### config.mk
export PLATFORM = sky130hd
export DESIGN_NAME = arbitro_mux_4_flat
export DESIGN_NICKNAME = d
export VERILOG_FILES = /design/src/rtl/arbitro_mux_4_if.sv /design/src/rtl/arbitro_mux_4.sv /design/src/flat_wrapper.sv
export SDC_FILE = /design/constraint.sdc
export NUM_CORES = 1
export LEC_CHECK = 0
export BUFFER_PORTS_ARGS = -buffer_cell sky130_fd_sc_hd__buf_2
export CAP_MARGIN = 30
export CORE_UTILIZATION = 45
export DETAILED_ROUTE_END_ITERATION = 16
export PLACE_DENSITY = 0.7
export SETUP_SLACK_MARGIN = 0.1
export SYNTH_ARGS = -nofsm -noshare
export SYNTH_HDL_FRONTEND = slang
export SYNTH_SLANG_ARGS = --single-unit
### constraint.sdc
create_clock -name clk -period 2.8 [get_ports clk]
set_input_delay 0.14 -clock clk [delete_from_list [all_inputs] [get_ports clk]]
set_output_delay 0.14 -clock clk [all_outputs]
set_load 0.05 [all_outputs]
### src/rtl/arbitro_mux_4_if.sv
// Request/grant/select bundle between the requesters and the mux-select arbiter.
interface arbitro_mux_4_if;
    logic [3:0] req;
    logic [3:0] grant;
    logic       S0;
    logic       S1;
    logic       busy;

    modport master (output req, input grant, input S0, input S1, input busy);
    modport slave  (input req, output grant, output S0, output S1, output busy);
endinterface

### src/rtl/arbitro_mux_4.sv
// Round-robin owner sequencer for the shared 4:1 ULA mux select lines.
// Holds S1/S0 across dead cycles so the path only moves on a fresh grant.
module arbitro_mux_4 #(
    parameter int unsigned MAX_HOLD = 8
) (
    input  logic            clk,
    input  logic            rst_n,
    arbitro_mux_4_if.slave  bus
);

    localparam int unsigned N_REQ = 4;
    localparam int unsigned IDX_W = 2;
    localparam int unsigned CNT_W = 8;
    localparam logic [CNT_W-1:0] HOLD_MAX = CNT_W'(MAX_HOLD);

    typedef enum logic [1:0] {
        ST_IDLE    = 2'd0,
        ST_GRANT   = 2'd1,
        ST_RELEASE = 2'd2
    } state_e;

    state_e             state_q, state_d;
    logic [IDX_W-1:0]   owner_q, owner_d;
    logic [IDX_W-1:0]   last_q, last_d;
    logic [CNT_W-1:0]   hold_cnt_q, hold_cnt_d;
    logic [N_REQ-1:0]   grant_q, grant_d;
    logic [IDX_W-1:0]   sel_q, sel_d;
    logic               busy_q, busy_d;

    logic               pick_vld_c;
    logic [IDX_W-1:0]   pick_idx_c;
    logic [IDX_W-1:0]   cand_c;
    logic               contend_c;

    // Search last+1, last+2, last+3, last; first requester found wins.
    always_comb begin
        pick_vld_c = 1'b0;
        pick_idx_c = last_q;
        cand_c     = last_q;
        for (int k = 1; k <= 4; k++) begin
            cand_c = last_q + IDX_W'(k);
            if (!pick_vld_c && bus.req[cand_c]) begin
                pick_vld_c = 1'b1;
                pick_idx_c = cand_c;
            end
        end
    end

    assign contend_c = |(bus.req & ~grant_q);

    always_comb begin
        state_d    = state_q;
        owner_d    = owner_q;
        last_d     = last_q;
        hold_cnt_d = hold_cnt_q;
        grant_d    = grant_q;
        sel_d      = sel_q;

        unique case (state_q)
            ST_IDLE, ST_RELEASE: begin
                grant_d = '0;
                if (pick_vld_c) begin
                    state_d    = ST_GRANT;
                    owner_d    = pick_idx_c;
                    grant_d    = N_REQ'(1) << pick_idx_c;
                    sel_d      = pick_idx_c;
                    hold_cnt_d = CNT_W'(1);
                end else begin
                    state_d = ST_IDLE;
                end
            end
            ST_GRANT: begin
                // Owner dropping wins over preemption; both give one RELEASE.
                if (!bus.req[owner_q] || ((hold_cnt_q == HOLD_MAX) && contend_c)) begin
                    state_d = ST_RELEASE;
                    grant_d = '0;
                    last_d  = owner_q;
                end else if (hold_cnt_q != HOLD_MAX) begin
                    hold_cnt_d = hold_cnt_q + CNT_W'(1);
                end
            end
            default: begin
                state_d = ST_IDLE;
                grant_d = '0;
            end
        endcase

        busy_d = (state_d != ST_IDLE);
    end

    always_ff @(posedge clk or negedge rst_n) begin
        if (!rst_n) begin
            state_q    <= ST_IDLE;
            owner_q    <= '0;
            last_q     <= IDX_W'(3);
            hold_cnt_q <= '0;
            grant_q    <= '0;
            sel_q      <= '0;
            busy_q     <= 1'b0;
        end else begin
            state_q    <= state_d;
            owner_q    <= owner_d;
            last_q     <= last_d;
            hold_cnt_q <= hold_cnt_d;
            grant_q    <= grant_d;
            sel_q      <= sel_d;
            busy_q     <= busy_d;
        end
    end

    assign bus.grant = grant_q;
    assign bus.S0    = sel_q[0];
    assign bus.S1    = sel_q[1];
    assign bus.busy  = busy_q;

endmodule

### src/flat_wrapper.sv
// flat-port wrapper written by rule: the top's interface ports become plain ports
module arbitro_mux_4_flat 
#(
    parameter int unsigned MAX_HOLD = 8
)
  (clk, rst_n, bus_req, bus_grant, bus_S0, bus_S1, bus_busy);
  arbitro_mux_4_if bus_i ();
  input  logic clk;
  input  logic rst_n;
  input wire logic [$bits(bus_i.req)-1:0] bus_req;
  output wire logic [$bits(bus_i.grant)-1:0] bus_grant;
  output wire logic [$bits(bus_i.S0)-1:0] bus_S0;
  output wire logic [$bits(bus_i.S1)-1:0] bus_S1;
  output wire logic [$bits(bus_i.busy)-1:0] bus_busy;
  assign bus_i.req = bus_req;
  assign bus_grant = bus_i.grant;
  assign bus_S0 = bus_i.S0;
  assign bus_S1 = bus_i.S1;
  assign bus_busy = bus_i.busy;
  arbitro_mux_4 #(.MAX_HOLD(MAX_HOLD)) u_core (.clk(clk), .rst_n(rst_n), .bus(bus_i));
endmodule
# Yosys cells after proc, flatten, opt, wreduce, memory -nomap -nowiden
# Index checks and enable logic that the tools add are counted.
# Widths: inputs -> output; s select.
# classes
addsub	4
n_shift	1
n_reduce_logical	17
n_mux	28
eq_ne	8
bitwise	2
magnitude_cmp	5
# ops
operator	n
$mux 8	3
$pmux 8 s2	1
$lt 2x3->1 const B	5
$bmux 1 s2	5
$mux 1	10
$mux 2	5
$add 8x1->8 const B	1
$eq 8x4->1 const B	1
$mux 4	2
$ne 8x4->1 const B	1
$pmux 4 s2	1
$ne 2x1->1 const B	3
$add 2x2->2 const B	2
$and 4x4->4	1
$logic_and 1x1->1	4
$logic_not 1->1	4
$not 4->4	1
$pmux 2 s2	1
$reduce_and 2->1	2
$reduce_and 4->1	1
$reduce_bool 2->1	2
$reduce_or 4->1	1
$shl 1x2->4 const A	1
$add 2x1->2 const B	1
other kinds (6)	6
# word_totals
register_bits	19
in_bits	6
out_inout_bits	7
word_cells	71

# Depth between registers and ports, before layout
# logic_depth
word_depth	16
mapped_depth	6
mapped_depth_nobuf	6

# Worst setup path after synthesis
# Ideal clock, no wire load.
# synth_path
path_type	register -> register
from	register u_core.owner_q[0]
to	register u_core.last_q[0]
required_ns	2.718
path_buffers	0
slack_ns	0.857
setup_time_ns	0.082
arrival_time_ns	1.861
stages_incl_launch_ff	5
period_less_slack_ns	1.943
cell_sequence	dfrtp_1 > mux4_2 > o21ai_1 > and2_2 > mux2_2
# synth_via
elab_chain_cells	5
# synth_lines
item	line_no	text
from (decl)	arbitro_mux_4.sv:23	logic [IDX_W-1:0] owner_q, owner_d;
from (signal assigned)	arbitro_mux_4.sv:102	owner_q <= owner_d;
$bmux 1 s2	arbitro_mux_4.sv:74	if (!bus.req[owner_q] || ((hold_cnt_q == HOLD_MAX) && contend_c)) begin
$mux 1 (not written as such)	arbitro_mux_4.sv:74	
$logic_not 1->1	arbitro_mux_4.sv:74	
$logic_or 1x1->1	arbitro_mux_4.sv:74	
$reduce_and 2->1 (no source line)	--	
to (signal assigned)	arbitro_mux_4.sv:103	last_q <= last_d;
to (decl)	arbitro_mux_4.sv:24	logic [IDX_W-1:0] last_q, last_d;
# Several ways; a longest one is shown, not always the timed one. The select of a mux whose other input is x is not followed.
# A chain may end at the register's enable or synchronous reset.

# Worst setup path in the final report
# layout_path
from	register u_core.hold_cnt_q[5]
to	register u_core.state_q[0]
# layout_via
elab_chain_cells	5
# layout_lines
item	line_no	text
from (decl)	arbitro_mux_4.sv:25	logic [CNT_W-1:0] hold_cnt_q, hold_cnt_d;
from (signal assigned)	arbitro_mux_4.sv:104	hold_cnt_q <= hold_cnt_d;
$eq 8x4->1	arbitro_mux_4.sv:74	
$logic_and 1x1->1	arbitro_mux_4.sv:74	
$logic_or 1x1->1	arbitro_mux_4.sv:74	
$mux 2	arbitro_mux_4.sv:74	
$pmux 2 s2	arbitro_mux_4.sv:59	unique case (state_q)
net u_core.state_d[0]	arbitro_mux_4.sv:22	state_e state_q, state_d;
to (signal assigned)	arbitro_mux_4.sv:101	state_q <= state_d;
to (decl)	arbitro_mux_4.sv:22	
# The timed path passes the listed nets, and every way through them passes these cells.

==> metrics.log <==
INFO  metric vias_in_the_first_global_route = 714
INFO  metric latest_clock_arrival_within_the_worst_skew_pair = 300 ps
INFO  metric tritoncts = built
INFO  metric cts.repair.resized = 0
INFO  metric num_rows = 16
INFO  metric grt_util_all_layers = 18.8%
INFO  metric drt-initial-drc-count = 14
INFO  metric hpwlAfterDp = 1.41 mm
INFO  metric slowest_delay = 440 ps
INFO  metric mostFrequentLayoutCells = sky130_fd_sc_hd__dfrtp_1 (17), sky130_fd_sc_hd__buf_2 (12), sky130_fd_sc_hd__nor2_1 (10)
INFO  metric slew_headroom = 60.9%
INFO  metric die_height = 48.8 um
INFO  metric effective_utilization_at_floorplan = 49.3%
INFO  metric crit_start = u_core.hold_cnt_q[5]
INFO  metric rsz0062_at_grt = no
INFO  metric ctsHtreeMaxLevel = 1
INFO  metric vias = 745
INFO  metric power.internal = 656 uW
INFO  metric yosys.area.top_type_share = 43.1%
INFO  metric power.switching_fraction = 45.5%
INFO  metric postSynthAreaPerCell = 10.6 sq um
INFO  metric finalWeightedCongestion = 0.764
INFO  metric power.static_leakage = 0.523 nW
INFO  metric final_max_slew_viol_count = 0
INFO  metric post-place-ws = 1070 ps
INFO  metric r2r_end = u_core.state_q[0]
INFO  metric numPlacedInstances = 132
INFO  metric die_x = 48.8 um
INFO  metric layout_commonest_cell = sky130_fd_sc_hd__dfrtp_1
INFO  metric fin_crit = 1730 ps
INFO  metric worst_setup_path_end_kind = register
INFO  metric synth_top_cell_by_area = sky130_fd_sc_hd__dfrtp_1
INFO  metric gr-total-overflow = 0
INFO  metric yosys-top-cells-area = sky130_fd_sc_hd__dfrtp_1 (43%), sky130_fd_sc_hd__dfstp_2 (5.3%), sky130_fd_sc_hd__xor2_1 (5.3%)
INFO  metric drt_drc_violations_left = 0
INFO  metric critical_path.endpoint = u_core.state_q[0]
INFO  metric finalWirelength = 1.89 mm
INFO  metric grt_pass1_wl = 3.32 mm
INFO  metric drive_gt1_share = 26.4%
INFO  metric setup_tns = 0 ps
INFO  metric final_antenna_net_count = 0
INFO  metric drtPass1Iterations = 4
INFO  metric finalSetupViolations = 0
INFO  metric post_layout_nonfiller_instances = 137
INFO  metric cpMostUsedCell = sky130_fd_sc_hd__or2_1
INFO  metric number_of_distinct_standard_cells_referenced_by_the_synthesized_netlist = 34
INFO  metric clkPwrFrac = 11.8%
INFO  metric root_cell_of_the_clock_tree = sky130_fd_sc_hd__clkbuf_4
INFO  metric avgRoutedWirePerCell = 13.8 um
INFO  metric req_time_crit_path = 2990 ps
INFO  metric largest_fanout_of_any_net_on_the_critical_path = 5
INFO  metric worst-setup-path-type = register to register
INFO  metric ioPinCount = 13
INFO  metric period_share = 61.9%
INFO  metric max_freq = 577 MHz
INFO  metric tritoncts_num_sinks = 19
INFO  metric report.final.hold_viol_count = 0
INFO  metric insertedDiodeCount = 0
INFO  metric cap_viol_max_count = 0
INFO  metric nNetsFinal = 119
INFO  metric syn_inst = 93
INFO  metric floorplan.die_area = 2380 sq um
INFO  metric synth_seq_cells = 19
INFO  metric timing.critical_path.from_type = register
INFO  metric worst-slew-pin-transition = 587 ps
INFO  metric timing.hold.worst.class = input pin to asynchronous set/reset pin
INFO  metric worst_r2r_startpoint = u_core.hold_cnt_q[5]
INFO  metric status = finished, final reports clean
INFO  metric power_density = 1070 nW/um^2
INFO  metric flow.area_growth_from_synthesis = 13.7%
INFO  metric total_switching_power = 548 uW
INFO  metric placement.io_buffers = 12
INFO  metric core = 2000 sq um
INFO  metric total_power = 1.20 mW
INFO  metric pin_count_of_the_biggest_net_entering_global_routing = 20
INFO  metric cts_made_buffers = 3
INFO  metric fin_worst_skew = 6.48 ps
INFO  metric worst_ep_arrival_time = 1920 ps
INFO  metric synth.yosys.seq_area_share = 48.5%
INFO  metric worst_slack = 1070 ps
INFO  metric synth_fp_nets = 101
INFO  metric setup.reg_to_reg.worst_slack = 1070 ps
INFO  metric max-vdd-ir-drop = 0.658 mV
INFO  metric grt_antenna_before_repair = 0
INFO  metric synthesis.yosys.warnings = 0
INFO  metric slowest_stage = sky130_fd_sc_hd__dfrtp_1
INFO  metric synth_area = 986 sq um
INFO  metric power.combinational.fraction = 50.3%
INFO  metric power_frac_seq = 37.9%
INFO  metric clk_pin_slew = 120 ps
INFO  metric clockBufferDepth = 2
INFO  metric post_drt_via_cell_ratio = 5.44
INFO  metric timing.reg2reg.worst_path_depth = 5
INFO  metric cp_cell_sequence = nor4_2, nand4b_1, or2_1, and3_4, or2_1
## area by class of cell
type	count	area [sq um]
clock buffers	3	22.5
clock inverters	1	5.00
fillers	196	881
inverters	4	15.0
multi-input cells	69	489
flip-flops and latches	19	478
well taps	27	33.8
repair buffers	14	77.6
## cells by family after synthesis
| logic type | after synthesis | synth area share (%) |
|---|---|---|
| buf+inv | 5 | 1.90 |
| compound gates | 15 | 11.2 |
| flops | 19 | 48.5 |
| mux | 6 | 7.87 |
| simple gates | 40 | 22.7 |
| xor+xnor | 6 | 5.33 |
| fa+ha+maj | 2 | 2.54 |
## routing by layer
layer,track usage (%),part of all wire [%],up-vias
li1,-,-,369
met1,26.2,51,366
met2,28.7,47,10
met3,3.74,2.5,0
met4,7.35,0,0
met5,0,0,-
## timing repair
action	CTS	global route
hold endpoints to repair	17	0
setup buffers	0	0
hold buffers	1	0
## per-stage QoR
| stage | instance area [sq um] | utilization (%) | hold slack (ps) |
|---|---|---|---|
| 3_3_place_gp | 1080 | 54.1 | 96.3 |
| 3_5_place_dp | 1080 | 54.1 | 103 |
| 4_1_cts | 1120 | 56.0 | 299 |
| 6_report | 1120 | 56.0 | 291 |
| 5_1_grt | 1120 | 56.0 | 318 |
| 2_1_floorplan | 986 | - | -156 |
## Yosys cell counts
master and count:
sky130_fd_sc_hd__dfrtp_1 17, sky130_fd_sc_hd__nor3_1 1, sky130_fd_sc_hd__nand4_1 3, sky130_fd_sc_hd__o21ai_1 1
sky130_fd_sc_hd__mux2i_1 1, sky130_fd_sc_hd__ha_1 2, sky130_fd_sc_hd__or3_1 1, sky130_fd_sc_hd__clkbuf_1 1
sky130_fd_sc_hd__o21a_1 1, sky130_fd_sc_hd__o2bb2ai_1 3, sky130_fd_sc_hd__dfstp_2 2, sky130_fd_sc_hd__and2_2 2
sky130_fd_sc_hd__mux2_2 4, sky130_fd_sc_hd__nand2_1 5, sky130_fd_sc_hd__inv_1 4, sky130_fd_sc_hd__nor4_2 1
sky130_fd_sc_hd__and3_4 1, sky130_fd_sc_hd__xor2_1 6, sky130_fd_sc_hd__nand3_1 3, sky130_fd_sc_hd__a32o_1 2
sky130_fd_sc_hd__nor2b_1 1, sky130_fd_sc_hd__mux4_2 1, sky130_fd_sc_hd__a21oi_1 4, sky130_fd_sc_hd__o22ai_1 1
sky130_fd_sc_hd__and2_1 1, sky130_fd_sc_hd__or2_1 2, sky130_fd_sc_hd__nand4b_1 1, sky130_fd_sc_hd__nor2_1 10
sky130_fd_sc_hd__and3_1 2, sky130_fd_sc_hd__o21ai_0 1, sky130_fd_sc_hd__a221oi_1 1, sky130_fd_sc_hd__or2_2 1
sky130_fd_sc_hd__o2111a_1 1, sky130_fd_sc_hd__nand2b_1 5
## state kept, by name (all words and copies together) (netlist names)
| register | cells |
|---|---|
| u_core.hold_cnt_q | 8 |
| u_core.bus.grant | 4 |
| u_core.last_q | 2 |
| u_core.owner_q | 2 |
| u_core.state_q | 2 |
| u_core.bus.busy | 1 |
## worst min path at each step
stage                      from                   end  depth (start not counted)  slack [ps]
after global routing      rst_n     u_core.state_q[0]                          2         320
final                     rst_n  u_core.hold_cnt_q[1]                          2         290
after CTS                 rst_n     u_core.state_q[0]                          2         300
after global placement    rst_n     u_core.state_q[1]                          1         100
after detailed placement  rst_n     u_core.state_q[0]                          1         100
after floorplan           rst_n       u_core.bus.busy                          0        -160
## power groups by stage
stage	Clock [mW]	Sequential (mW)	Combinational [mW]
6_report	0.142	0.457	0.605
5_1_grt	0.157	0.476	0.665
4_1_cts	0.147	0.458	0.611
3_5_place_dp	0	0.464	0.607
3_3_place_gp	0	0.459	0.601
2_1_floorplan	0	0.605	0.318
## worst max-delay path, delay by kind of cell (launching register included)
kind             cells  cell delay, ps
and+or+nand+nor      5            1190
DFF                  1             440
(Power assumes the default switching activity.)
